## config.mk

```make
export PLATFORM = sky130hd
export DESIGN_NAME = l1_cache_ctrl
export DESIGN_NICKNAME = d
export VERILOG_FILES = /design/src/rtl/l1_cache_ctrl.sv
export SDC_FILE = /design/constraint.sdc
export NUM_CORES = 1
export LEC_CHECK = 0
export BUFFER_PORTS_ARGS = -buffer_cell sky130_fd_sc_hd__buf_4
export CAP_MARGIN = 20
export CORE_AREA = 8 8 129 131
export CTS_CLUSTER_DIAMETER = 120
export DETAILED_ROUTE_END_ITERATION = 10
export DIE_AREA = 0 0 137 139
export GPL_TIMING_DRIVEN = 0
export PLACE_DENSITY = 0.85
export REMOVE_ABC_BUFFERS = 1
export SYNTH_ARGS = -nofsm -noshare
export SYNTH_HDL_FRONTEND = slang
export SYNTH_SLANG_ARGS = --single-unit
```

## constraint.sdc

```tcl
create_clock -name clk -period 10.25 [get_ports clk]
set_input_delay 1.5375 -clock clk [delete_from_list [all_inputs] [get_ports clk]]
set_output_delay 1.5375 -clock clk [all_outputs]
set_load 0.02 [all_outputs]
```

## src/rtl/l1_cache_ctrl.sv

```systemverilog
// Request sequencer between the CPU port, a 4-way L1 data cache and main memory (write-through, no-write-allocate).
// Optional perf counters hit_cnt_o/miss_cnt_o are enabled by defining CACHE_PERF_CNT_EN.
module l1_cache_ctrl #(
  parameter int unsigned ADDR_WIDTH = 32,
  parameter int unsigned DATA_WIDTH = 32
`ifdef CACHE_PERF_CNT_EN
  ,
  parameter int unsigned CNT_WIDTH  = 32
`endif
) (
  input  logic                  clk,
  input  logic                  rst,
  input  logic                  cpu_req_i,
  output logic                  cpu_ready_o,
  input  logic                  cpu_wr_en_i,
  input  logic [ADDR_WIDTH-1:0] cpu_addr_i,
  input  logic [DATA_WIDTH-1:0] cpu_wr_data_i,
  input  logic [3:0]            cpu_byte_en_i,
  output logic                  cpu_rsp_valid_o,
  output logic [DATA_WIDTH-1:0] cpu_rd_data_o,
  output logic                  cpu_err_o,
  output logic                  cache_lookup_o,
  output logic                  cache_fill_o,
  output logic                  cache_wr_en_o,
  output logic [ADDR_WIDTH-1:0] cache_addr_o,
  output logic [DATA_WIDTH-1:0] cache_wr_data_o,
  output logic [3:0]            cache_byte_en_o,
  output logic [DATA_WIDTH-1:0] cache_fill_data_o,
  input  logic                  cache_hit_i,
  input  logic [DATA_WIDTH-1:0] cache_rd_data_i,
  output logic                  mem_req_o,
  input  logic                  mem_ack_i,
  output logic                  mem_wr_en_o,
  output logic [ADDR_WIDTH-1:0] mem_addr_o,
  output logic [DATA_WIDTH-1:0] mem_wr_data_o,
  output logic [3:0]            mem_byte_en_o,
  input  logic [DATA_WIDTH-1:0] mem_rd_data_i
`ifdef CACHE_PERF_CNT_EN
  ,
  output logic [CNT_WIDTH-1:0]  hit_cnt_o,
  output logic [CNT_WIDTH-1:0]  miss_cnt_o
`endif
);

  localparam logic [2:0] S_IDLE   = 3'd0;
  localparam logic [2:0] S_LOOKUP = 3'd1;
  localparam logic [2:0] S_MEM_RD = 3'd2;
  localparam logic [2:0] S_FILL   = 3'd3;
  localparam logic [2:0] S_MEM_WR = 3'd4;
  localparam logic [2:0] S_RESP   = 3'd5;

  logic [2:0]            state_q, state_d;
  logic [ADDR_WIDTH-1:0] addr_q, addr_d;
  logic                  wr_q, wr_d;
  logic [DATA_WIDTH-1:0] wdata_q, wdata_d;
  logic [3:0]            be_q, be_d;
  logic [3:0]            mem_be_q, mem_be_d;
  logic                  err_q, err_d;
  logic [DATA_WIDTH-1:0] fill_q, fill_d;
  logic [DATA_WIDTH-1:0] rsp_data_q, rsp_data_d;
  logic                  be_ok;

  logic ready_q, ready_d, lookup_q, lookup_d, cwr_q, cwr_d, cfill_q, cfill_d;
  logic mreq_q, mreq_d, mwr_q, mwr_d, rsp_q, rsp_d, err_o_q, err_o_d;

`ifdef CACHE_PERF_CNT_EN
  logic [CNT_WIDTH-1:0] hit_cnt_q, hit_cnt_d, miss_cnt_q, miss_cnt_d;
`endif

  // Next-state and request-register update
  always_comb begin
    state_d    = state_q;
    addr_d     = addr_q;
    wr_d       = wr_q;
    wdata_d    = wdata_q;
    be_d       = be_q;
    mem_be_d   = mem_be_q;
    err_d      = err_q;
    fill_d     = fill_q;
    rsp_data_d = rsp_data_q;
    be_ok      = (cpu_byte_en_i == 4'b0001) || (cpu_byte_en_i == 4'b0011) ||
                 (cpu_byte_en_i == 4'b1111);
    case (state_q)
      S_IDLE: begin
        if (cpu_req_i) begin
          addr_d     = cpu_addr_i;
          wr_d       = cpu_wr_en_i;
          wdata_d    = cpu_wr_data_i;
          be_d       = cpu_byte_en_i;
          mem_be_d   = cpu_wr_en_i ? cpu_byte_en_i : 4'b1111;
          err_d      = !be_ok;
          rsp_data_d = '0;
          state_d    = S_LOOKUP;
        end
      end
      // An illegal request passes through LOOKUP silently to keep response timing uniform
      S_LOOKUP: begin
        if (err_q) begin
          state_d = S_RESP;
        end else if (wr_q) begin
          state_d = S_MEM_WR;
        end else if (cache_hit_i) begin
          rsp_data_d = cache_rd_data_i;
          state_d    = S_RESP;
        end else begin
          state_d = S_MEM_RD;
        end
      end
      S_MEM_RD: begin
        if (mem_ack_i) begin
          fill_d  = mem_rd_data_i;
          state_d = S_FILL;
        end
      end
      S_FILL: begin
        case (be_q)
          4'b0001: rsp_data_d = DATA_WIDTH'(fill_q[7:0]);
          4'b0011: rsp_data_d = DATA_WIDTH'(fill_q[15:0]);
          default: rsp_data_d = fill_q;
        endcase
        state_d = S_RESP;
      end
      S_MEM_WR: begin
        if (mem_ack_i) begin
          state_d = S_RESP;
        end
      end
      S_RESP:  state_d = S_IDLE;
      default: state_d = S_IDLE;
    endcase

    // Strobes are decoded from the next state so they leave the flops aligned with the state
    ready_d  = (state_d == S_IDLE);
    lookup_d = (state_d == S_LOOKUP) && !err_d;
    cwr_d    = lookup_d && wr_d;
    cfill_d  = (state_d == S_FILL);
    mreq_d   = (state_d == S_MEM_RD) || (state_d == S_MEM_WR);
    mwr_d    = (state_d == S_MEM_WR);
    rsp_d    = (state_d == S_RESP);
    err_o_d  = rsp_d && err_d;
  end

`ifdef CACHE_PERF_CNT_EN
  // Saturating hit/miss counters, sampled on every legal lookup
  always_comb begin
    hit_cnt_d  = hit_cnt_q;
    miss_cnt_d = miss_cnt_q;
    if ((state_q == S_LOOKUP) && !err_q) begin
      if (cache_hit_i) begin
        if (hit_cnt_q != '1) hit_cnt_d = hit_cnt_q + CNT_WIDTH'(1);
      end else begin
        if (miss_cnt_q != '1) miss_cnt_d = miss_cnt_q + CNT_WIDTH'(1);
      end
    end
  end

  always_ff @(posedge clk or posedge rst) begin
    if (rst) begin
      hit_cnt_q  <= '0;
      miss_cnt_q <= '0;
    end else begin
      hit_cnt_q  <= hit_cnt_d;
      miss_cnt_q <= miss_cnt_d;
    end
  end

  assign hit_cnt_o  = hit_cnt_q;
  assign miss_cnt_o = miss_cnt_q;
`endif

  always_ff @(posedge clk or posedge rst) begin
    if (rst) begin
      state_q    <= S_IDLE;
      addr_q     <= '0;
      wr_q       <= 1'b0;
      wdata_q    <= '0;
      be_q       <= '0;
      mem_be_q   <= '0;
      err_q      <= 1'b0;
      fill_q     <= '0;
      rsp_data_q <= '0;
      ready_q    <= 1'b1;
      lookup_q   <= 1'b0;
      cwr_q      <= 1'b0;
      cfill_q    <= 1'b0;
      mreq_q     <= 1'b0;
      mwr_q      <= 1'b0;
      rsp_q      <= 1'b0;
      err_o_q    <= 1'b0;
    end else begin
      state_q    <= state_d;
      addr_q     <= addr_d;
      wr_q       <= wr_d;
      wdata_q    <= wdata_d;
      be_q       <= be_d;
      mem_be_q   <= mem_be_d;
      err_q      <= err_d;
      fill_q     <= fill_d;
      rsp_data_q <= rsp_data_d;
      ready_q    <= ready_d;
      lookup_q   <= lookup_d;
      cwr_q      <= cwr_d;
      cfill_q    <= cfill_d;
      mreq_q     <= mreq_d;
      mwr_q      <= mwr_d;
      rsp_q      <= rsp_d;
      err_o_q    <= err_o_d;
    end
  end

  assign cpu_ready_o       = ready_q;
  assign cpu_rsp_valid_o   = rsp_q;
  assign cpu_rd_data_o     = rsp_data_q;
  assign cpu_err_o         = err_o_q;
  assign cache_lookup_o    = lookup_q;
  assign cache_fill_o      = cfill_q;
  assign cache_wr_en_o     = cwr_q;
  assign cache_addr_o      = addr_q;
  assign cache_wr_data_o   = wdata_q;
  assign cache_byte_en_o   = be_q;
  assign cache_fill_data_o = fill_q;
  assign mem_req_o         = mreq_q;
  assign mem_wr_en_o       = mwr_q;
  assign mem_addr_o        = {addr_q[ADDR_WIDTH-1:2], 2'b00};
  assign mem_wr_data_o     = wdata_q;
  assign mem_byte_en_o     = mem_be_q;

endmodule
```

Yosys cells after proc, flatten, opt, wreduce, memory -nomap -nowiden
Index checks and enable logic that the tools add are counted.

Register bits: 149. Output and inout bits: 208.

Equal/unequal tests: 18. Muxes and demuxes: 18. Reductions and logical operators: 14.

Operator list (number): $mux 32 (4); $pmux 32 s3 (1); $pmux 32 s2 (1); $mux 3 (6); $pmux 3 s5 (1); $eq 3x2->1 const B (4); $eq 3x3->1 const B (3); $eq 4x1->1 const B (2); $eq 4x2->1 const B (2); $ne 2x2->1 const B (4); $eq 3x1->1 const B (2); $logic_not 3->1 (2); $reduce_and 5->1 (1); $eq 4x4->1 const B (1); $mux 1 (4); $mux 4 (1); $reduce_and 2->1 (2); $logic_and 1x1->1 (3); $logic_or 1x1->1 (3); $reduce_bool 3->1 (1); $logic_not 1->1 (2).

Longest topological paths before layout
Gate-level depths: netlist of run 1.

Depth in word-level cells: 9. Mapped depth: 7. Gate-level depth less buffers: 3.

Worst setup path before layout of run 1
Ideal clock, no wire load.

Path type: input -> register. Start: in cache_hit_i. End: reg rsp_data_q[12] (netlist: cpu_rd_data_o[12]). Library setup time: 0.126 ns. Arrival time: 2.582 ns. Path slack: 7.542 ns. Stages on the path: 4. Cell sequence: nor3b_1 -> clkbuf_1 -> o22ai_2 -> a221o_1.

Longest elaborated chain between the ends: 2.

RTL lines: start: declaration (RTL line 29) `input logic cache_hit_i,`; $ne 2x2->1 (no line); $reduce_and 5->1 (no line); end signal: assignment (RTL line 199) `rsp_data_q <= rsp_data_d;`; end: declaration (RTL line 60) `logic [DATA_WIDTH-1:0] rsp_data_q, rsp_data_d;`.

Every way passes these cells. A chain may end at the register's enable or synchronous reset.

Worst setup path after layout of run 1
Start: in cpu_req_i. End: reg addr_q[15] (netlist: cache_addr_o[15]).

Longest elaborated chain between the ends: 1.

RTL lines: start: declaration (RTL line 13) `input logic cpu_req_i,`; $reduce_and 2->1 (no line); end signal: assignment (RTL line 192) `addr_q <= addr_d;`; end: declaration (RTL line 53) `logic [ADDR_WIDTH-1:0] addr_q, addr_d;`.

Every way passes these cells.

==> results of run 1 <==
per-stage QoR:
| stage | cells | power (mW) | setup WS, ns | TNS, ns |
|---|---|---|---|---|
| after floorplan | 377 | 1.875 | -1.316 | -55.10 |
| after global placement | 908 | 2.643 | -5.609 | -429.74 |
| after detailed placement | 923 | 2.683 | 6.538 | 0 |
| after CTS | 955 | 3.293 | 6.974 | 0 |
| after global routing | 955 | 3.393 | 6.872 | 0 |
| final | 955 | 3.260 | 6.928 | 0 |
layer usage:
| layer | part of all wire | GRT usage |
|---|---|---|
| met1 | 0.33 | 0.2091 |
| met2 | 0.54 | 0.3875 |
| met3 | 0.10 | 0.09529 |
| met4 | 0.024 | 0.07838 |
| met5 | 0 | 0 |
cells by family (layout without fill, tap and decap cells):
logic type             Yosys count  in the layout  share of synthesized area
AO/OA/AOI/OAI                   36             36                    0.05283
XOR/XNOR                         1              1                   0.001326
buffers and inverters           98            396                     0.1002
flip-flops                     149            149                     0.5645
multiplexers                   134            134                     0.2380
other                            1              2                  0.0005675
AND/OR/NAND/NOR                 49             49                    0.04261
area by class of cell:
type | count | area [um2]
inverters | 6 | 27.53
fillers | 1112 | 5199
well taps | 188 | 235.2
clock buffers | 20 | 456.7
flip-flops and latches | 149 | 3730
clock inverters | 12 | 118.9
repair buffers | 358 | 2739
multi-input cells | 222 | 2246
flip-flops by register name (all words and copies together) (netlist names):
name               flops
cache_addr_o          32
cache_fill_data_o     32
cache_wr_data_o       32
cpu_rd_data_o         32
cache_byte_en_o        4
mem_byte_en_o          4
state_q                3
cache_fill_o           1
cache_lookup_o         1
cache_wr_en_o          1
cpu_err_o              1
cpu_ready_o            1
cpu_rsp_valid_o        1
err_q                  1
mem_req_o              1
mem_wr_en_o            1
wr_q                   1
critical path, stage by stage:
cell and delay (ns):
buf_4 0.09, nor4b_2 0.49, buf_4 0.29, buf_6 0.17, buf_6 0.16, buf_6 0.15
buf_4 0.16, buf_4 0.20, mux2_2 0.36
power by group through the flow:
stage	combinational (mW)	clock, mW	sequential (mW)
floorplan	0.469	0	1.41
global placement	1.64	0	1.00
detailed placement	1.66	0	1.02
CTS	1.66	0.610	1.02
global route	1.71	0.632	1.05
finish	1.64	0.598	1.02
cell usage after synthesis, types with 2 or more instances:
master    instances  area share
buf_4            68       0.077
dfrtp_1         148        0.56
buf_2            13      0.0098
and3b_1           2      0.0027
a32o_1           14       0.021
mux2_4           20       0.045
inv_1             6      0.0034
and3_1           11       0.010
mux2_1            2      0.0034
a221o_1          10       0.015
nor2_1           19       0.011
and2_1            3      0.0028
mux2i_1           9       0.014
mux2_2          103        0.18
nand2b_1          2      0.0019
clkbuf_1          7      0.0040
buf_6             3      0.0051
a31oi_1           4      0.0038
nor3b_1           2      0.0023
worst max-delay path by stage:
| stage | from | to | slack, ns |
|---|---|---|---|
| after CTS | cpu_req_i | cache_addr_o[15] | 6.97 |
| after floorplan | cpu_req_i | cpu_rd_data_o[12] | -1.32 |
| after global routing | cpu_req_i | cache_wr_data_o[28] | 6.87 |
| final | cpu_req_i | cache_addr_o[15] | 6.93 |
| after detailed placement | cpu_req_i | cache_addr_o[15] | 6.54 |
| after global placement | cpu_req_i | cpu_rd_data_o[17] | -5.61 |
==> impl_metrics.csv, run 1 <==
group,metric,value,unit
grt,track_usage,0.2149,
power,p_switching,1.324,mW
timing,period_share,0.3241,
drt,drt_iter0_drc,199,
placement,place_hpwl,16.90,mm
synthesis,ys.flop_type,"dfrtp_1",
drt,wirelength,21.10,mm
drt,drc,0,
cts,clock_sinks,149,
worst_setup_path,worstSetupPathType,"input pin to flop",
power,seq_power_share,0.313,
die,die_w,137,um
power,p_int,1.935,mW
timing,slew_headroom,0.3818,
timing,setup_viol,0,
drt,vias,4846,
synthesis,synth_area_per_cell,14.12,um2
cts,clk_latency,0.41,ns
worst_setup_path,crit_path_start_kind,"input pin",
synthesis,synth-seq-cells,149,
placement,gp_congestion,0.8149,
synthesis,syn_area,6608,um2
die,io_pins,346,
power,comb_power_share,0.504,
timing,slew_viol_final,0,
final_layout,final_common_cell,"buf_4",
worst_setup_path,cp.arrival,3.62,ns
die,rows,45,
worst_setup_path,reg2reg_slack,7.28,ns
die,core,14750,um2
worst_setup_path,cp_max_fo,10,
timing,period_needed,3.322,ns
grt,first_global_vias,5419,
final_layout,drive_gt1_frac,0.6793,
placement,placed_area,8977,um2
grt,grt_max_degree,86,
cts,h-tree-depth,4,
final_layout,final_nets,892,
cts,hold_buffers,0,
grt,antenna_found_initial,0,
synthesis,synthArstFlopShare,1.000,
final_layout,diodes,0,
cts,cts_setup_buffers,0,
power,power.density,341.2,nW/um2
hold_path,hp-start,"cache_addr_o[1]",
drt,vias_per_cell,5.074,
hold_path,hp-class,"flop to flop",
synthesis,yosysSeqAreaShare,0.5645,
grt,grt_overflow,0,
job,maxCapViolations,0,
worst_setup_path,crit_required,10.55,ns
hold_path,holdPathStages,1,
timing,fmax,0.3010,GHz
worst_setup_path,end_kind,"flop",
timing,rsz0062_at_grt,"false",
die,start_util,0.4479,
cts,cts_buffers,17,
synthesis,synth_edf_count,0,
worst_setup_path,reg2reg_from,"state_q[1]",
synthesis,yosys_warnings,0,
drt,ant_nets,0,
worst_setup_path,r2r_cells,8,
timing,whs,0.5105,ns
cts,path_clk_slew,0.06,ns
placement,portBuffers,343,
cts,clock-root-buffer,"clkbuf_16",
final_layout,final_core_util,0.6476,
cts,clk_path_buf_depth,2,
power,power.share.clock,0.184,
die,dieArea,19040,um2
worst_setup_path,rr_endpoint,"cache_addr_o[15]",
grt,grt_pass1_wl,31.40,mm
timing,tightest_slew,0.9232,ns
power,p_leak,4.852,nW
cts,cts_resized,0,
power,ir_drop,0.3294,mV
cts,cts_tree,"built",
drt,first_pass_iters,4,
final_layout,areaGrowthSynthToFinish,44.57,%
timing,fin_skew,0.009607,ns
die,die_y,139,um
final_layout,fin_area,9553,um2
synthesis,ys_types,41,
power,swShare,0.4063,
timing,finalHoldViolCount,0,
hold_path,whs_endpoint,"cache_addr_o[1]",
drt,wl_per_cell,22.10,um
run_status,status,"finished, final reports clean",
synthesis,netlist_instances,468,
final_layout,mostFrequentLayoutCells,"buf_4, dfrtp_1, mux2_2, mux2_4, nor2_1",
Power figures use the tool's default switching activity.
==> inputs of run 2 (changes only) <==
--- a/config.mk
+++ b/config.mk
@@ -7,12 +7,12 @@
 export LEC_CHECK = 0
 export BUFFER_PORTS_ARGS = -buffer_cell sky130_fd_sc_hd__buf_4
 export CAP_MARGIN = 20
-export CORE_AREA = 8 8 129 131
+export CORE_MARGIN = 8
+export CORE_UTILIZATION = 41
 export CTS_CLUSTER_DIAMETER = 120
 export DETAILED_ROUTE_END_ITERATION = 10
-export DIE_AREA = 0 0 137 139
 export GPL_TIMING_DRIVEN = 0
-export PLACE_DENSITY = 0.85
+export PLACE_DENSITY = 0.81
 export REMOVE_ABC_BUFFERS = 1
 export SYNTH_ARGS = -nofsm -noshare
 export SYNTH_HDL_FRONTEND = slang
==> constraint.sdc (replaced) <==
create_clock -name clk -period 2.95 [get_ports clk]
set_input_delay 0.4425 -clock clk [delete_from_list [all_inputs] [get_ports clk]]
set_output_delay 0.4425 -clock clk [all_outputs]
set_load 0.02 [all_outputs]
==> run 2 against run 1 <==
- clock skew shrank 0.0033 ns
- hold slack lost 0.38 ns
- combinational power grew to 3.4 times the previous value
- setup slack lost 6.6 ns
- sequential cell count is the same
- sequential power grew to 3.4 times the previous value
- largest cell class unchanged
==> impl_metrics.csv, run 2 (synthesis gave the netlist of run 1 again) <==
group,metric,value,unit
worst_setup_path,r2r_cells,4,
die,die_y,143.0,um
final_layout,drive_gt1_frac,0.6784,
power,ir_drop,0.8744,mV
worst_setup_path,worstSetupPathType,"flop to flop",
cts,clock-root-buffer,"clkbuf_16",
drt,wl_per_cell,20.23,um
worst_setup_path,critPathBufInv,2,
final_layout,filler_cell_count,1269,
final_layout,diodes,0,
cts,clk_latency,0.41,ns
power,p_int,6.858,mW
worst_setup_path,end_kind,"flop",
placement,place_hpwl,15.37,mm
hold_path,hp-class,"input pin to asynchronous set/reset pin",
timing,tns,0,ns
die,start_util,0.4175,
worst_setup_path,cp.arrival,2.95,ns
power,swShare,0.3942,
cts,cts_tree,"built",
die,io_pins,346,
timing,period_needed,2.657,ns
drt,drc,0,
run_status,status,"finished, final reports clean",
cts,h-tree-depth,4,
grt,track_usage,0.1924,
cts,path_clk_slew,0.06,ns
cts,clock_sinks,149,
worst_setup_path,critPathMaxStageDelay,0.86,ns
power,p_switching,4.462,mW
timing,finalHoldViolCount,0,
job,maxCapViolations,0,
timing,fmax,0.3764,GHz
grt,antenna_found_initial,0,
drt,wirelength,19.91,mm
drt,drt_iter0_drc,148,
grt,grt_max_degree,79,
power,comb_power_share,0.495,
cts,cts_resized,0,
power,power.density,1178,nW/um2
worst_setup_path,crit_required,3.24,ns
worst_setup_path,crit_family,"flip-flops",
timing,period_share,0.9006,
timing,slew_headroom,0.3977,
power,p_leak,4.863,nW
placement,gp_congestion,0.8213,
die,core,15830,um2
timing,tightest_slew,0.9021,ns
final_layout,final_nets,893,
grt,grt_pass1_wl,30.24,mm
worst_setup_path,cp_max_fo,18,
die,rows,46,
die,die_w,143.0,um
drt,vias,4745,
final_layout,areaGrowthSynthToFinish,45.41,%
cts,cts_setup_buffers,0,
timing,slew_viol_final,0,
cts,clk_path_buf_depth,2,
worst_setup_path,crit_chain,"nor4bb_4 > buf_6 > buf_8 > mux2_2",
grt,grt_overflow,0,
final_layout,final_common_cell,"buf_4",
worst_setup_path,reg2reg_slack,0.29,ns
worst_setup_path,reg2reg_from,"state_q[1]",
drt,first_pass_iters,4,
final_layout,mostFrequentLayoutCells,"buf_4, dfrtp_1, mux2_2, mux2_4, nor2_1",
die,dieArea,20430,um2
timing,setup_viol,0,
power,seq_power_share,0.310,
power,power.share.clock,0.195,
timing,fin_skew,0.006277,ns
worst_setup_path,crit_path_start_kind,"flop",
drt,ant_nets,0,
drt,vias_per_cell,4.822,
cts,hold_buffers,0,
worst_setup_path,worst_path_max_delay_cell,"dfrtp_1",
timing,rsz0062_at_grt,"false",
grt,first_global_vias,5281,
placement,portBuffers,343,
timing,whs,0.1312,ns
cts,cts_buffers,17,
worst_setup_path,rr_endpoint,"cache_fill_data_o[30]",
==> run 2: changes by cell type in the layout (fill, tap and decap cells not counted), moves of 2 or more <==
cell       previous run  this run
clkinv_2              1         3
clkinv_4              3         0
bufinv_16             1         3
inv_6                 5         3
buf_4               349       352
==> run 2: through the flow <==
stage | setup WS (ns) | std cells | power [mW] | cell area (um2) | utilization
final | 0.2933 | 984 | 11.32 | 9608 | 0.6070
after global placement | -13.37 | 936 | 9.168 | 8817 | 0.5571
after global routing | 0.1504 | 984 | 11.87 | 9608 | 0.6070
after detailed placement | 0.3086 | 952 | 9.216 | 9009 | 0.5692
after floorplan | -7.877 | 377 | 6.648 | 5972 | -
after CTS | 0.2843 | 984 | 11.48 | 9608 | 0.6070
==> run 2: cell type report <==
type	instances	area (um2)	share of cell area
clock inverter	12	152.6	0.01589
clock buffer	20	446.7	0.04649
multi-input combinational	222	2246	0.2338
tap	216	270.3	0.02813
timing repair buffer	359	2735	0.2847
sequential	149	3730	0.3882
inverter	6	27.53	0.002865
==> run 2: worst max-delay path by stage <==
stage	start	endpoint	cells past startpoint
finish	state_q[1]	cache_fill_data_o[30]	4
global route	state_q[1]	cache_fill_data_o[12]	4
CTS	state_q[1]	cache_fill_data_o[30]	4
detailed placement	state_q[1]	cache_fill_data_o[12]	4
global placement	state_q[1]	cpu_rd_data_o[24]	3
floorplan	state_q[1]	cpu_rd_data_o[12]	3
==> run 2: power by group through the flow <==
stage / registers, mW / clock network (mW) / logic [mW]
global route: 3.63 / 2.33 / 5.91
global placement: 3.58 / 0 / 5.59
finish: 3.51 / 2.21 / 5.61
floorplan: 5.04 / 0 / 1.61
CTS: 3.52 / 2.26 / 5.70
detailed placement: 3.53 / 0 / 5.69
==> run 2: per-layer routing <==
metal / part of all wire / wire [um] / track usage / vias up
met5: 0 / 0 / 0 / -
met4: 0.015 / 299 / 0.06152 / 0
met3: 0.099 / 1971 / 0.08114 / 20
met2: 0.51 / 10230 / 0.3342 / 212
met1: 0.37 / 7403 / 0.2077 / 2339
li1: - / - / - / 2174
